--- src/rtl/mem_pkg.sv ---
// mem_pkg: shared read-engine FSM states, default memory geometry (8b x 16) and address-wrap helper
package mem_pkg;
  localparam int MEM_DATA_W = 8;
  localparam int MEM_DEPTH = 16;
  typedef enum logic [1:0] {IDLE, READ, DRAIN, FIN} rd_state_e;
  function automatic int unsigned wrap_inc(input int unsigned a, input int unsigned depth);
    return (a + 1) % depth;
  endfunction
endpackage

--- src/rtl/mem_rd_skid.sv ---
// mem_rd_skid: 2-entry FIFO between memory read data and the output stream (clk, rst, push/din in, pop in, dout/valid/occ out)
module mem_rd_skid #(
  parameter int W = 8
) (
  input  logic         clk,
  input  logic         rst,
  input  logic         push,
  input  logic         pop,
  input  logic [W-1:0] din,
  output logic [W-1:0] dout,
  output logic         valid,
  output logic [1:0]   occ
);
  logic [W-1:0] buf_q [2];
  logic wr_q, rd_q;
  always_ff @(posedge clk) begin
    if (rst) begin
      buf_q[0] <= '0;
      buf_q[1] <= '0;
      wr_q <= 1'b0;
      rd_q <= 1'b0;
      occ <= 2'd0;
    end else begin
      if (push) begin
        buf_q[wr_q] <= din;
        wr_q <= ~wr_q;
      end
      if (pop) rd_q <= ~rd_q;
      occ <= occ + {1'b0, push} - {1'b0, pop};
    end
  end
  assign valid = occ != 2'd0;
  assign dout = buf_q[rd_q];
endmodule

--- src/rtl/mem_block_reader.sv ---
// mem_block_reader: wrap-around burst reader from sync-read memory to valid/ready stream (start/base_addr/count in, busy/done out, mem_rd_en/mem_addr/mem_rdata, out_valid/out_data/out_last/out_ready, out_par when MEM_BLOCK_READER_PARITY_EN)
module mem_block_reader
  import mem_pkg::*;
#(
  parameter int DATA_W = MEM_DATA_W,
  parameter int DEPTH = MEM_DEPTH,
  localparam int AW = $clog2(DEPTH)
) (
  input  logic              clk,
  input  logic              rst,
  input  logic              start,
  input  logic [AW-1:0]     base_addr,
  input  logic [AW:0]       count,
  output logic              busy,
  output logic              done,
  output logic              mem_rd_en,
  output logic [AW-1:0]     mem_addr,
  input  logic [DATA_W-1:0] mem_rdata,
  output logic              out_valid,
  output logic [DATA_W-1:0] out_data,
  output logic              out_last,
`ifdef MEM_BLOCK_READER_PARITY_EN
  output logic              out_par,
`endif
  input  logic              out_ready
);
`ifdef MEM_BLOCK_READER_PARITY_EN
  localparam int BW = DATA_W + 1;
`else
  localparam int BW = DATA_W;
`endif
  rd_state_e state, nxt;
  logic [AW-1:0] addr_q;
  logic [AW:0] remain_q, beats_q;
  logic inflight_q, pop;
  logic [1:0] occ;
  logic [2:0] load;
  logic [BW-1:0] din, head;
  assign pop = out_valid && out_ready;
  // words held or returning after this edge; issuing keeps it at most 2
  assign load = {1'b0, occ} + {2'b0, inflight_q} - {2'b0, pop};
  always_ff @(posedge clk) begin
    if (rst) state <= IDLE;
    else state <= nxt;
  end
  always_comb begin
    nxt = state == IDLE ? (start ? (count != '0 ? READ : FIN) : IDLE)
        : state == READ ? (mem_rd_en && remain_q == (AW+1)'(1) ? DRAIN : READ)
        : state == DRAIN ? (pop && out_last ? FIN : DRAIN)
        : IDLE;
  end
  always_comb begin
    busy = state == READ || state == DRAIN;
    done = state == FIN;
    mem_rd_en = state == READ && remain_q != '0 && load < 3'd2;
  end
  always_ff @(posedge clk) begin
    if (rst) begin
      addr_q <= '0;
      remain_q <= '0;
      beats_q <= '0;
      inflight_q <= 1'b0;
    end else begin
      inflight_q <= mem_rd_en;
      if (state == IDLE && start) begin
        addr_q <= base_addr;
        remain_q <= count;
        beats_q <= count;
      end else begin
        if (mem_rd_en) begin
          addr_q <= AW'(wrap_inc(int'(addr_q), DEPTH));
          remain_q <= remain_q - (AW+1)'(1);
        end
        if (pop) beats_q <= beats_q - (AW+1)'(1);
      end
    end
  end
  assign mem_addr = addr_q;
  assign out_last = out_valid && beats_q == (AW+1)'(1);
  assign out_data = head[DATA_W-1:0];
`ifdef MEM_BLOCK_READER_PARITY_EN
  assign din = {^mem_rdata, mem_rdata};
  assign out_par = head[DATA_W];
`else
  assign din = mem_rdata;
`endif
  mem_rd_skid #(.W(BW)) u_skid (
    .clk(clk),
    .rst(rst),
    .push(inflight_q),
    .pop(pop),
    .din(din),
    .dout(head),
    .valid(out_valid),
    .occ(occ)
  );
endmodule
--- config.mk ---
export PLATFORM = sky130hd
export DESIGN_NAME = mem_block_reader
export DESIGN_NICKNAME = d
export VERILOG_FILES = /design/src/rtl/mem_pkg.sv /design/src/rtl/mem_rd_skid.sv /design/src/rtl/mem_block_reader.sv
export SDC_FILE = /design/constraint.sdc
export NUM_CORES = 1
export LEC_CHECK = 0
export ABC_AREA = 1
export CORE_MARGIN = 1.5
export CORE_UTILIZATION = 30
export DETAILED_ROUTE_END_ITERATION = 8
export GPL_ROUTABILITY_DRIVEN = 0
export PLACE_DENSITY = 0.55
export SYNTH_ARGS = -nofsm -noshare
export SYNTH_HDL_FRONTEND = slang
export SYNTH_SLANG_ARGS = --single-unit
--- constraint.sdc ---
create_clock -name clk -period 3.75 [get_ports clk]
set_input_delay 0.75 -clock clk [delete_from_list [all_inputs] [get_ports clk]]
set_output_delay 0.75 -clock clk [all_outputs]
set_load 0.02 [all_outputs]
==> results of run 1 <==
-- critical path, delay by kind of cell --
| kind | cells | cell delay (ns) |
|---|---|---|
| simple gates | 5 | 0.33 |
| buf+inv | 7 | 0.56 |
| fa+ha+maj | 3 | 0.94 |
-- final cells by class --
type | instances | area share
Timing Repair Buffer | 44 | 0.162
Clock buffer | 6 | 0.0279
Sequential cell | 38 | 0.354
Tap cell | 77 | 0.0370
Inverter | 36 | 0.0538
Clock inverter | 2 | 0.00385
Multi-Input combinational cell | 164 | 0.361
-- how the worst max path moves through the flow --
stage          slack, ns  cells after the start      start        end
2_1_floorplan       0.62                     13  out_ready  mem_rd_en
3_3_place_gp       -0.32                     15  out_ready  mem_rd_en
3_5_place_dp       -0.36                     15  out_ready  mem_rd_en
4_1_cts             0.05                     15  out_ready  mem_rd_en
5_1_grt             0.31                     15  out_ready  mem_rd_en
6_report            0.43                     15  out_ready  mem_rd_en
-- cell usage after synthesis --
cell type  count  area (µm²)
xnor2_1        3        26.3
xor2_1         2        17.5
buf_2          2        10.0
edfxtp_1      16         480
nor4_1         1        6.26
or2_2          1        6.26
nor2_1        34         128
clkinv_4       1        8.76
nand3_1        9        45.0
nand2_1       55         206
buf_1          1        3.75
fa_1           1        20.0
nand2_4        2        22.5
o221ai_1       1        8.76
clkbuf_1       2        7.51
nand3_2        1        10.0
inv_1         35         131
o21ai_0       11        55.1
a21oi_1        9        45.0
a31oi_1        2        12.5
nand4_1        1        6.26
dfxtp_1       22         440
a31o_2         1        8.76
nor3_1         3        15.0
mux2_2         8        90.1
o21a_1         1        7.51
nand2_2        1        6.26
a21oi_2        2        17.5
nor2_2         2        12.5
nor2_4         1        11.3
ha_1          12         150
-- per-stage QoR --
step                      setup WS (ns)  std cells  hold slack [ns]  utilization  total power, mW
after floorplan                   0.624        243            0.425            -            0.873
after global placement           -0.325        358            0.438        0.390             1.04
after detailed placement         -0.363        358            0.445        0.390             1.05
after CTS                        0.0536        366            0.459        0.402             1.32
after global routing              0.313        367            0.488        0.405             1.41
final                             0.433        367            0.459        0.405             1.31
-- cell families (layout without fill, tap and decap cells) --
group | after synthesis | in the layout | synth area share
AO/OA/AOI/OAI | 27 | 27 | 0.0769
XOR/XNOR | 5 | 5 | 0.0217
adder cells (fa/ha/maj) | 13 | 13 | 0.0844
buffers and inverters | 41 | 88 | 0.0800
flip-flops | 38 | 38 | 0.457
multiplexers | 8 | 8 | 0.0447
AND/OR/NAND/NOR | 111 | 111 | 0.236
-- registers in the layout (all words and copies together) (netlist names), named ones only --
register      cells
u_skid.occ        2
u_skid.buf_q     16
inflight_q        1
u_skid.wr_q       1
beats_q           5
mem_addr          4
state             2
u_skid.rd_q       1
remain_q          5
-- layer usage --
layer	global-route usage	vias to the layer above	share of wire
li1	-	869	-
met1	0.157	688	0.49
met2	0.205	40	0.46
met3	0.0253	3	0.045
met4	0.0447	0	0.0051
met5	0	-	0
-- power by group --
part,switching [mW],internal [mW]
Sequential,0.0536,0.488
Combinational,0.273,0.230
Clock,0.136,0.129
Total,0.462,0.847
-- repair_timing --
item	CTS	global route
endpoints found under the setup margin	1	1
gates resized for setup	4	4
buffers inserted	0	1
pin swaps	1	2
==> impl_metrics.tcl, run 1 <==
set metrics [dict create \
    cts_buffers 5 \
    ys_warn_count 0 \
    synth_cell_types 31 \
    ctsRootBufferMaster "clkbuf_8" \
    maxCapViolCount 0 \
    synthCells 243 \
    final_cell_mix "55 x nand2_1, 35 x clkdlybuf4s50_1, 34 x nor2_1, 34 x inv_1, 22 x dfxtp_1" \
    seq_area_um2 921 \
    syn-mean-instance-area_um2 8.30 \
    drt_first_pass_iters 6 \
    min_path_type "reg2reg" \
    overflow 0 \
    drc_errors 2 \
    critical_path_class "in2out" \
    via_count 1600 \
    cp_max_fo 2 \
    multi_input_area_um2 940 \
    whs_path_depth 1 \
    synth.cell_area_um2 2020 \
    skew_ns 0.00736 \
    final_common_cell "nand2_1" \
    clk_latency_ns 0.28 \
    portBuffers 37 \
    grt_pass1_wl_um 7010 \
    rrSetupSlack_ns 1.02 \
    cpPeakStageDelay_ns 0.53 \
    drt_iter0_markers 51 \
    cts.sinks 38 \
    path_clk_slew_ns 0.07 \
    antenna_found_initial 0 \
    clock_path_buffers 2 \
    ios 38 \
    place_area_um2 2510 \
    ir_drop_mv 0.149 \
    fp.dieArea_um2 7220 \
    finalInstanceArea_um2 2600 \
    power_density_nw_per_um2 503 \
    crit-reg2reg-capture "mem_addr[3]" \
    violations "design-rule violations" \
    r2r_start "u_skid.occ[1]" \
    core_area_um2 6420 \
    track_usage 0.123 \
    leakage_nw 1.17 \
    wl_um 4110 \
    rsz0062_at_grt "false" \
    worst_setup_path_end_kind "output port" \
    cp_slowest_cell "fa_1" \
    grt_start_max_net_pins 16 \
    fp.dieW_um 85.0 \
    grt_pass1_vias 1525 \
    diodes 0 \
    hold_viol 0 \
    critPathLaunchType "primary input" \
    period_share 0.884 \
    cp_cell_sequence "dlymetal6s2s_1 -> inv_2 -> nor2_4 -> ha_1 -> inv_1 -> ha_1 -> inv_1 -> fa_1 -> nand2_1 -> inv_1 -> nand2_1 -> nor2_4 -> nand2_4 -> inv_1 -> buf_4" \
    cts_tree "done" \
    hold_start "u_skid.rd_q" \
    final_max_slew_viol_count 0 \
    setup_violations 0 \
    fmax_ghz 0.301 \
    arrival_ns 2.57 \
    die_y_um 85.0 \
    via_per_inst 4.36 \
    nets 323 \
    place_hpwl_um 3030 \
    tightestPinTransition_ns 0.385 \
    synth-seq-area-share 0.457 \
    cpMostUsedCell "inv_1" \
    drive_gt1_frac 0.124 \
    area_growth_pct 29.0 \
    status "complete, but fails checks" \
    antenna_left 0 \
    holdBufCountCts 0 \
    rr_worst_depth 17 \
    fillCellCount 654 \
    synth-seq-cells 38 \
    fin_crit_ns 3.32 \
    relSlewSlack 0.743 \
    initial_utilization 0.314 \
    cp.required_ns 3.00 \
    htree_levels 2 \
    wl_per_cell_um 11.2 \
    synth_nets 277 \
    tns_ns 0 \
    rows 29 \
]
No activity file was read; power rests on OpenSTA's default activity.
==> run 2: changes to the inputs <==
--- a/config.mk
+++ b/config.mk
@@ -5,7 +5,6 @@
 export SDC_FILE = /design/constraint.sdc
 export NUM_CORES = 1
 export LEC_CHECK = 0
-export ABC_AREA = 1
 export CORE_MARGIN = 1.5
 export CORE_UTILIZATION = 30
 export DETAILED_ROUTE_END_ITERATION = 8
==> impl_metrics.tcl, run 2 <==
set metrics [dict create \
    ys_warn_count 0 \
    cts_setup_buffers 0 \
    relSlewSlack 0.375 \
    drt_iter0_markers 53 \
    synth.cell_area_um2 1920 \
    reg_top3 "u_skid.buf_q: 16 flops, beats_q: 5 flops, remain_q: 5 flops" \
    rows 28 \
    cts_tree "done" \
    area_growth_pct 28.4 \
    setup_ws_ns 0.184 \
    worstSetupEndpoint "mem_rd_en" \
    track_usage 0.115 \
    rrSetupSlack_ns 0.93 \
    rr_worst_depth 11 \
    cp.required_ns 3.00 \
    core_area_um2 6060 \
    yosysMostFrequentCell "dfxtp_1" \
    via_count 1352 \
    htree_levels 2 \
    multi_input_area_um2 917 \
    setup_violations 0 \
    synth_cell_types 42 \
    die_y_um 82.9 \
    wl_um 3680 \
    cp_slowest_cell "clkdlybuf4s50_1" \
    fp.dieW_um 82.9 \
    yosys-top-cells-count "22 x dfxtp_1, 17 x and2_1, 16 x edfxtp_1" \
    fp.dieArea_um2 6880 \
    nets 254 \
    synthFlopType "dfxtp_1" \
    ctsRootBufferMaster "clkbuf_8" \
    grt_pass1_vias 1332 \
    maxCapViolCount 0 \
    critPathLaunchType "primary input" \
    top_register "u_skid.buf_q" \
    path_clk_slew_ns 0.06 \
    final_common_cell "clkdlybuf4s50_1" \
    worst_setup_path_end_kind "output port" \
    fin_crit_ns 3.57 \
    crit_start "out_ready" \
    drc_errors 0 \
    dpl.cell_count 288 \
    path_depth 11 \
    initial_utilization 0.316 \
    drt_first_pass_iters 4 \
    fmax_ghz 0.280 \
    final_max_slew_viol_count 0 \
    grt_start_max_net_pins 25 \
    synth_nets 212 \
    skew_ns 0.00802 \
    rsz0062_at_grt "false" \
    final_cell_mix "36 x clkdlybuf4s50_1, 22 x dfxtp_1, 17 x and2_1" \
    drive_gt1_frac 0.136 \
    overflow 0 \
    clock_path_buffers 2 \
    period_share 0.951 \
    crit-reg2reg-capture "mem_addr[3]" \
    netlist_top_cells_area "edfxtp_1 25%, dfxtp_1 23%, ha_1 7.8%" \
    cpPeakStageDelay_ns 0.50 \
    cp_max_fo 2 \
    ios 38 \
    cp_cell_sequence "clkdlybuf4s50_1 -> o21a_1 -> ha_1 -> inv_1 -> ha_1 -> inv_1 -> fa_1 -> and2_1 -> nand3_2 -> inv_1 -> clkbuf_2" \
    antenna_left 0 \
    diodes 0 \
    cts_buffers 5 \
    synth-seq-area-share 0.480 \
    fillCellCount 609 \
    cts.sinks 38 \
    tightestPinTransition_ns 0.936 \
    finalInstanceArea_um2 2460 \
    crit_family "adder cells" \
    dp_slack_ns -0.237 \
    synth.top_cell.area_share 0.251 \
    grt_pass1_wl_um 6380 \
    place_hpwl_um 2690 \
    synthArstFlopShare 0 \
    place_area_um2 2380 \
    hold_viol 0 \
    syn-mean-instance-area_um2 10.8 \
    largest_register_ffs 16 \
    status "finished clean" \
    cpMostUsedCell "inv_1" \
    worst-path-buf-inv 5 \
    synth_edf_count 16 \
    power_density_nw_per_um2 559 \
    yosysTopAreaCell "edfxtp_1" \
    r2r_start "u_skid.occ[1]" \
    min_path_type "reg2reg" \
    wl_per_cell_um 12.4 \
    synth-seq-cells 38 \
    critical_path_class "in2out" \
    portBuffers 37 \
    stdcell_count 296 \
    via_per_inst 4.57 \
    ir_drop_mv 0.204 \
    synthCells 178 \
    arrival_ns 2.82 \
    clk_latency_ns 0.28 \
    antenna_found_initial 0 \
    leakage_nw 0.944 \
    seq_area_um2 921 \
]
run 2: power by group:
group	total (mW)	switching (mW)	internal, mW
logic	0.552	0.261	0.291
registers	0.564	0.0622	0.501
clock network	0.262	0.134	0.128
total	1.38	0.457	0.920
run 2: cell families after synthesis:
kind of cell / count (synthesis) / share of synthesized area
AND/OR/NAND/NOR: 61 / 0.184
flip-flops: 38 / 0.480
AO/OA/AOI/OAI: 27 / 0.0992
buffers and inverters: 19 / 0.0411
adder cells (fa/ha/maj): 13 / 0.0888
XOR/XNOR: 11 / 0.0542
multiplexers: 9 / 0.0522
run 2: how the worst min path moves through the flow:
| stage | endpoint | start | depth (start not counted) |
|---|---|---|---|
| floorplan | register | u_skid.rd_q | 2 |
| global placement | register | u_skid.rd_q | 2 |
| detailed placement | register | u_skid.rd_q | 2 |
| CTS | register | u_skid.rd_q | 2 |
| global route | register | u_skid.rd_q | 2 |
| finish | register | u_skid.rd_q | 2 |
run 2: repair_timing:
item	CTS	global route
setup endpoints to repair	1	1
hold buffers	0	0
gates resized for setup	1	2
run 2: stage by stage:
step           utilization  total power [mW]  TNS, ns  hold slack (ns)
2_1_floorplan            -             0.932        0            0.481
3_3_place_gp         0.393              1.13   -0.240            0.496
3_5_place_dp         0.393              1.14   -0.237            0.500
4_1_cts              0.407              1.40        0            0.517
5_1_grt              0.406              1.48        0            0.542
6_report             0.406              1.38        0            0.507
run 2: layer usage:
metal	wire length [µm]	vias up	track usage
li1	-	704	-
met5	0	-	0
met3	78	5	0.0199
met2	1690	18	0.177
met4	56	0	0.0500
met1	1860	625	0.160
run 2: worst reg2reg max path, cell delays in order (launching register included):
cell and delay, ns:
dfxtp_1 0.38, o21a_1 0.21, ha_1 0.29, inv_1 0.05, ha_1 0.13, inv_1 0.05
fa_1 0.49, and2_1 0.17, nand3_2 0.08, buf_4 0.18, or3_2 0.46, a311oi_2 0.26
run 2: area by class of cell:
class                           instances  area share
Timing Repair Buffer                   42       0.164
Multi-Input combinational cell        121       0.373
Clock buffer                            6      0.0295
Sequential cell                        38       0.374
Inverter                               12      0.0183
Tap cell                               75      0.0381
Clock inverter                          2     0.00356
